**src/rtl/spi_slave_responder_pkg.sv**
```systemverilog
`default_nettype none
// +----------------------------------------------------------------------------+
// | spi_slave_responder_pkg: shared constants and helpers for the SPI slave.   |
// | Revision: 1.0                                                              |
// +----------------------------------------------------------------------------+
package spi_slave_responder_pkg;

    localparam logic [0:0] ST_IDLE           = 1'b0;
    localparam logic [0:0] ST_ACTIVE         = 1'b1;
    localparam logic [7:0] DEFAULT_FILL_BYTE = 8'hFF;
    localparam int         BIT_CNT_W         = 3;

    // The TX shifter always emits bit 7 first, so LSB-first bytes are mirrored at load.
    function automatic logic [7:0] bit_rev8(input logic [7:0] b);
        logic [7:0] r;
        for (int i = 0; i < 8; i++) begin
            r[i] = b[7-i];
        end
        return r;
    endfunction

endpackage
`default_nettype wire

```
**src/rtl/spi_slave_responder_edge_sync.sv**
```systemverilog
`default_nettype none
// +----------------------------------------------------------------------------+
// | spi_edge_sync: multi-flop synchronizer with rise/fall detection.           |
// | Revision: 1.0                                                              |
// +----------------------------------------------------------------------------+
module spi_edge_sync
    import spi_slave_responder_pkg::*;
#(
    parameter int   SYNC_STAGES = 2,
    parameter logic RST_VAL     = 1'b0
) (
    input  logic clk,
    input  logic rst,
    input  logic d,
    output logic rise,
    output logic fall
);

    logic [SYNC_STAGES-1:0] sync_q;
    logic [SYNC_STAGES-1:0] sync_d;
    logic                   dly_q;
    logic                   dly_d;

    always_comb begin
        sync_d = {sync_q[SYNC_STAGES-2:0], d};
        dly_d  = sync_q[SYNC_STAGES-1];
    end

    always_ff @(posedge clk) begin
        if (rst) begin
            sync_q <= {SYNC_STAGES{RST_VAL}};
            dly_q  <= RST_VAL;
        end else begin
            sync_q <= sync_d;
            dly_q  <= dly_d;
        end
    end

    assign rise = sync_q[SYNC_STAGES-1] & ~dly_q;
    assign fall = ~sync_q[SYNC_STAGES-1] & dly_q;

endmodule
`default_nettype wire

```
**src/rtl/spi_slave_responder.sv**
```systemverilog
`default_nettype none
// +----------------------------------------------------------------------------+
// | spi_slave_responder: oversampled SPI slave, all CPOL/CPHA modes, 8-bit.    |
// | Revision: 1.0                                                              |
// +----------------------------------------------------------------------------+
module spi_slave_responder
    import spi_slave_responder_pkg::*;
#(
    parameter int         SYNC_STAGES = 2,
    parameter logic [7:0] FILL_BYTE   = DEFAULT_FILL_BYTE
) (
    input  logic       clk,
    input  logic       rst,
    input  logic       SCK,
    input  logic       SS,
    input  logic       MOSI,
    output logic       MISO,
    output logic       MISO_oe,
    input  logic       CPOL,
    input  logic       CPHA,
    input  logic       LSBFE,
    input  logic [7:0] tx_data,
    input  logic       tx_valid,
    output logic       tx_ready,
    output logic [7:0] rx_data,
    output logic       rx_valid,
    output logic       underrun,
    output logic       abort,
    output logic       busy
);

    logic w_sck_rise, w_sck_fall, w_ss_rise, w_ss_fall;

    spi_edge_sync #(.SYNC_STAGES(SYNC_STAGES), .RST_VAL(1'b0)) u_sck_sync (
        .clk (clk), .rst (rst), .d (SCK), .rise (w_sck_rise), .fall (w_sck_fall)
    );

    spi_edge_sync #(.SYNC_STAGES(SYNC_STAGES), .RST_VAL(1'b1)) u_ss_sync (
        .clk (clk), .rst (rst), .d (SS), .rise (w_ss_rise), .fall (w_ss_fall)
    );

    // MOSI shares the SCK pipeline depth so data and clock stay aligned.
    logic [SYNC_STAGES-1:0] mosi_sync_q, mosi_sync_d;
    logic                   w_mosi;

    logic [0:0]           state_q, state_d;
    logic                 cpol_q, cpol_d, cpha_q, cpha_d, lsbfe_q, lsbfe_d;
    logic [BIT_CNT_W-1:0] cnt_q, cnt_d, cnt_after;
    logic [7:0]           tx_sr_q, tx_sr_d, rx_sr_q, rx_sr_d, rx_next;
    logic [7:0]           buf_q, buf_d, rx_data_q, rx_data_d;
    logic                 buf_full_q, buf_full_d;
    logic                 miso_q, miso_d, miso_oe_q, miso_oe_d;
    logic                 rx_valid_q, rx_valid_d, underrun_q, underrun_d, abort_q, abort_d;
    logic                 w_lead, w_trail, w_sample, w_shift;
    logic                 do_load, load_cpha, load_lsb;
    logic [7:0]           load_raw, load_o;

    assign w_mosi  = mosi_sync_q[SYNC_STAGES-1];
    assign w_lead  = cpol_q ? w_sck_fall : w_sck_rise;
    assign w_trail = cpol_q ? w_sck_rise : w_sck_fall;
    assign w_sample = cpha_q ? w_trail : w_lead;
    assign w_shift  = cpha_q ? w_lead  : w_trail;

    always_comb begin
        mosi_sync_d = {mosi_sync_q[SYNC_STAGES-2:0], MOSI};
        state_d     = state_q;
        cpol_d      = cpol_q;
        cpha_d      = cpha_q;
        lsbfe_d     = lsbfe_q;
        cnt_d       = cnt_q;
        tx_sr_d     = tx_sr_q;
        rx_sr_d     = rx_sr_q;
        buf_d       = buf_q;
        buf_full_d  = buf_full_q;
        rx_data_d   = rx_data_q;
        miso_d      = miso_q;
        miso_oe_d   = miso_oe_q;
        rx_valid_d  = 1'b0;
        underrun_d  = 1'b0;
        abort_d     = 1'b0;
        do_load     = 1'b0;
        load_cpha   = cpha_q;
        load_lsb    = lsbfe_q;
        rx_next     = lsbfe_q ? {w_mosi, rx_sr_q[7:1]} : {rx_sr_q[6:0], w_mosi};
        cnt_after   = w_sample ? cnt_q + 3'd1 : cnt_q;

        case (state_q)
            ST_IDLE: begin
                if (w_ss_fall) begin
                    state_d   = ST_ACTIVE;
                    cpol_d    = CPOL;
                    cpha_d    = CPHA;
                    lsbfe_d   = LSBFE;
                    cnt_d     = '0;
                    rx_sr_d   = '0;
                    miso_d    = 1'b0;
                    miso_oe_d = 1'b1;
                    do_load   = 1'b1;
                    load_cpha = CPHA;
                    load_lsb  = LSBFE;
                end
            end
            default: begin
                // With CPHA=0 the trailing edge after the last sample must not eat the reloaded bit.
                if (w_shift && (cpha_q || cnt_q != '0)) begin
                    miso_d  = tx_sr_q[7];
                    tx_sr_d = {tx_sr_q[6:0], 1'b0};
                end
                if (w_sample) begin
                    rx_sr_d = rx_next;
                    cnt_d   = cnt_after;
                    if (cnt_q == 3'd7) begin
                        rx_data_d  = rx_next;
                        rx_valid_d = 1'b1;
                        do_load    = ~w_ss_rise;
                    end
                end
                if (w_ss_rise) begin
                    state_d   = ST_IDLE;
                    miso_d    = 1'b0;
                    miso_oe_d = 1'b0;
                    cnt_d     = '0;
                    rx_sr_d   = '0;
                    abort_d   = (cnt_after != '0);
                end
            end
        endcase

        load_raw = buf_full_q ? buf_q : FILL_BYTE;
        load_o   = load_lsb ? bit_rev8(load_raw) : load_raw;
        if (do_load) begin
            underrun_d = ~buf_full_q;
            buf_full_d = 1'b0;
            if (load_cpha) begin
                tx_sr_d = load_o;
            end else begin
                miso_d  = load_o[7];
                tx_sr_d = {load_o[6:0], 1'b0};
            end
        end

        // A write racing a load from an empty buffer lands in the buffer, not the frame.
        if (tx_valid && !buf_full_q) begin
            buf_d      = tx_data;
            buf_full_d = 1'b1;
        end
    end

    always_ff @(posedge clk) begin
        if (rst) begin
            mosi_sync_q <= '0;
            state_q     <= ST_IDLE;
            cpol_q      <= 1'b0;
            cpha_q      <= 1'b0;
            lsbfe_q     <= 1'b0;
            cnt_q       <= '0;
            tx_sr_q     <= '0;
            rx_sr_q     <= '0;
            buf_q       <= '0;
            buf_full_q  <= 1'b0;
            rx_data_q   <= '0;
            miso_q      <= 1'b0;
            miso_oe_q   <= 1'b0;
            rx_valid_q  <= 1'b0;
            underrun_q  <= 1'b0;
            abort_q     <= 1'b0;
        end else begin
            mosi_sync_q <= mosi_sync_d;
            state_q     <= state_d;
            cpol_q      <= cpol_d;
            cpha_q      <= cpha_d;
            lsbfe_q     <= lsbfe_d;
            cnt_q       <= cnt_d;
            tx_sr_q     <= tx_sr_d;
            rx_sr_q     <= rx_sr_d;
            buf_q       <= buf_d;
            buf_full_q  <= buf_full_d;
            rx_data_q   <= rx_data_d;
            miso_q      <= miso_d;
            miso_oe_q   <= miso_oe_d;
            rx_valid_q  <= rx_valid_d;
            underrun_q  <= underrun_d;
            abort_q     <= abort_d;
        end
    end

    assign MISO     = miso_q;
    assign MISO_oe  = miso_oe_q;
    assign tx_ready = ~buf_full_q;
    assign rx_data  = rx_data_q;
    assign rx_valid = rx_valid_q;
    assign underrun = underrun_q;
    assign abort    = abort_q;
    assign busy     = (state_q == ST_ACTIVE);

endmodule
`default_nettype wire
```
**config.mk**
```make
export PLATFORM = sky130hd
export DESIGN_NAME = spi_slave_responder
export DESIGN_NICKNAME = d
export VERILOG_FILES = /design/src/rtl/spi_slave_responder_pkg.sv /design/src/rtl/spi_slave_responder_edge_sync.sv /design/src/rtl/spi_slave_responder.sv
export SDC_FILE = /design/constraint.sdc
export NUM_CORES = 1
export LEC_CHECK = 0
export ABC_AREA = 0
export CORE_MARGIN = 1.5
export CORE_UTILIZATION = 30
export CTS_CLUSTER_SIZE = 20
export DETAILED_ROUTE_END_ITERATION = 6
export GPL_TIMING_DRIVEN = 0
export PLACE_DENSITY_LB_ADDON = 0.25
export SLEW_MARGIN = 20
export SYNTH_ARGS = -nofsm -noshare
export SYNTH_HDL_FRONTEND = slang
export SYNTH_HIERARCHICAL = 1
export SYNTH_SLANG_ARGS = --single-unit
export TNS_END_PERCENT = 30
```
**constraint.sdc**
```tcl
create_clock -name clk -period 4.8 [get_ports clk]
set_clock_uncertainty 0.2 [all_clocks]
set_input_delay 0.48 -clock clk [delete_from_list [all_inputs] [get_ports clk]]
set_output_delay 0.48 -clock clk [all_outputs]
set_load 0.005 [all_outputs]
```
==> summary.md <==
| Metric | Value |
|---|---|
| Commonest register cell after synthesis | dfxtp_1 |
| Area of the multi-input gates | between 1000 and 1500 um2 |
| CP cell instances | and2b_1 > and2b_1 > buf_6 > mux2i_1 > buf_6 > mux4_2 > nand2_1 > o211ai_1 > a21oi_1 |
| Drt wl/cell | roughly 13 um |
| Max Slew Vio Count | 0 |
| Worst setup EP type | flop |
| Die height | roughly 93 um |
| Critical path launch point type | flop |
| Vias in the first global route | between 1500 and 2000 |
| Crit Path Class | flop to flop |
| Max incr delay on CP | just over 0.5 ns |
| IO buf count | 31 |
| Sequential power share | between 40% and 50% |
| Reg clk slew, reported paths | around 0.090 ns |
| Worst EP required | roughly 4.8 ns |
| CTS resizes | 0 |
| Switching Share | approximately 23% |
| Critical path's slowest cell | mux4_2 |
| Crit path time final | around 2.4 ns |
| Gp weighted congestion | between 0.7 and 0.8 |
| Worst setup margin | roughly 2.4 ns |
| Post-synthesis adder-cell area fraction | under 10% |
| Antenna Cells | 0 |
| Ports | 32 |
| Post-route ant nets | 0 |
| R2R Setup Slk | roughly 2.4 ns |
| Psw | 211 uW |
| Crit-path max FO | 10 |
| Main combinational cell family by area after synthesis | simple AND/OR/NAND/NOR gates |
| Share of layout cells above drive strength 1 | between 10% and 20% |
| Combinational share of power | between 10% and 20% |
| Clock tree sinks | 53 |
| Synth Area in Compound Gates | 17.6% |
| Worst-Skew Late Latency | 0.31 ns |
| DR vias/cell | roughly 4.8 |
| Cell internal pwr | slightly above 700 uW |
| Worst vdd ir | 0.000120 V |
| Starting DRT DRC Count | 57 |
| Post-CTS Setup Bufs | 0 |
| Status | complete, no violations |
| First-pass GRT wire length | ~8.5 mm |
| Final hold vios | 0 |
| Die X | around 93 um |
| Async SR Flop Fraction | 0% |
| Yosys warning count | 6 |
| Pwr dens | a little over 300 nW/um2 |
| CTS tree | built |
| Largest net degree at the start of global routing | 17 |
| Final Util | between 30% and 40% |
| Reg area | 1060 um2 |
| Total grt overflow | 0 |
| Dpl hpwl | 3.81 mm |
| DRT Wirelength | approximately 5.2 mm |
| Area Growth Syn to Fin | 23.4% |
| Detailed-route via count | between 1500 and 2000 |
| CP arrival | between 2 and 2.5 ns |
| #FFs+latches synth | 53 |
| Synth Instances | between 200 and 300 |
| RSZ-0062 raised after global routing | no |
| Endpoints failing setup | 0 |
| Slew margin rel. | roughly 56% |
| HP Class | flop to flop |
| Clk network pwr share | about two fifths |
| Number of flops mapped to enable cells by yosys | 0 |
| Seq/Total Area, Yosys | a little over two fifths |
| Fill cell count | 800 |
| Area of the core | 7810 um2 |
| XOR/XNOR Fraction of Synth Area | approximately 1.0% |
| Post-route DRC | 0 |
| CTS buffer count | 5 |
| Hold-fix buffers, CTS | 0 |
| P_leak | 0.00104 uW |
| Avg Cell Area, Syn | roughly 9.7 um2 |
| Initial core utilization | between 30 and 40% |
| Mux contribution to synthesized area | roughly 14% |
| Pre-Repair DR Iteration Count | 4 |
| Worst slew pin tran | 0.653 ns |
| Max-Cap Viols | 0 |
| Max Freq | between 400 and 500 MHz |
| Overall routing resource usage | between 10% and 20% |
| Syn_nets | 273 |
| Synth Area in Simple Gates | ~18% |
| Post-Synthesis Cell Area | approximately 2400 um2 |
| Final net count | ~310 |
| Setup TNS | 0 ns |
| Die Area | between 8000 and 9000 um2 |
| Setup WS pre-CTS | 2.32 ns |
| Netlist cell types | 40 |
| Clock H-tree levels | 2 |
| Initial antenna violation count | 0 |
| Max clock buf depth | 2 |
| Final period utilization | between 50 and 60% |
| CTS root buffer | clkbuf_8 |
| Row cnt | 32 |
==> state kept, by name, summed over array words and instances, names as in the netlist, 2 cells and up <==
register / cells
buf_q: 8
rx_data: 8
rx_sr_q: 8
tx_sr_q: 8
cnt_q: 3
mosi_sync_q: 2
u_sck_sync/sync_q: 2
u_ss_sync/sync_q: 2
==> metal layers <==
metal	track usage [%]	share of wire [%]
met5	0	0
met4	5.05	1.7
met3	2.68	3.1
met2	20.5	46
met1	15.8	49
==> path summary, 6_finish.rpt <==
| kind | from | end | cells past startpoint |
|---|---|---|---|
| max | u_ss_sync/sync_q[1] | tx_sr_q[7] | 9 |
| min | u_ss_sync/sync_q[0] | u_ss_sync/sync_q[1] | 1 |
| max reg2reg | u_ss_sync/sync_q[1] | tx_sr_q[7] | 9 |
| min reg2reg | u_ss_sync/sync_q[0] | u_ss_sync/sync_q[1] | 1 |
==> power groups by stage <==
| stage | logic [uW] | registers, uW | clock network [uW] |
|---|---|---|---|
| detailed placement | 105 | 470 | 0 |
| finish | 104 | 459 | 358 |
| global route | 115 | 461 | 387 |
| global placement | 104 | 469 | 0 |
| CTS | 105 | 459 | 370 |
| floorplan | 69.8 | 468 | 0 |
==> cell families after synthesis <==
kind of cell	after synthesis
xor gates and xnor gates	2
AOI/OAI and AO/OA	55
buffers and inverters	19
adders and majority gates	3
and+or+nand+nor	98
DFF	53
muxes	23
==> through the flow <==
step | total power (uW) | hold slack, ns | instance area (um2) | std cells
global route | 963 | 0.262 | 3020 | 394
finish | 921 | 0.228 | 3020 | 394
floorplan | 538 | 0.183 | 2440 | 253
detailed placement | 574 | 0.212 | 2880 | 386
CTS | 935 | 0.235 | 3020 | 394
global placement | 574 | 0.191 | 2880 | 386
==> synthesized netlist by cell type (all sizes together), types with 4 or more instances <==
cell type	number	area [um2]
a2bb2oi	8	70.1
clkbuf	8	30.0
dfxtp	53	1060
a211oi	11	123
mux2i	14	165
nand2	35	131
nor2	35	131
nor2b	11	68.8
mux4	6	139
buf	8	66.3
a21oi	21	109
a22oi	4	30.0
o211ai	6	45.0
==> cell type report <==
class                           count  area share [%]
Buffer                             16            3.19
Clock buffer                        5            2.28
Clock inverter                      3            2.16
Inverter                            3           0.373
Multi-Input combinational cell    181            42.3
Sequential cell                    53            35.2
Tap cell                          102            4.23
Timing Repair Buffer               31            10.3
==> placed cells by master, fill, tap and decap left out, types with 2 or more instances in the layout <==
cell	count
nor4_1	2
clkbuf_1	8
nor3_1	3
mux4_2	5
inv_1	3
a21oi_1	20
or2_1	3
a2bb2oi_1	8
bufinv_16	2
o211ai_1	6
nor2b_1	11
buf_6	4
buf_2	2
mux2i_4	2
nor2_1	35
dfxtp_1	53
a211oi_1	3
nand2_1	35
a22oi_1	4
nand3b_1	2
clkdlybuf4s50_1	31
mux2_2	2
clkbuf_8	5
and2b_1	2
a211oi_2	8
mux2i_1	12
nand2b_1	2
ha_1	3
==> critical path, delay by kind of cell, from the launching register on <==
kind | cells | cell delay, ns
DFF | 1 | 0.32
and+or+nand+nor | 3 | 0.51
muxes | 2 | 0.79
buffers and inverters | 2 | 0.33
AOI/OAI and AO/OA | 2 | 0.23
Note: power is estimated with default switching activity, not from simulation.
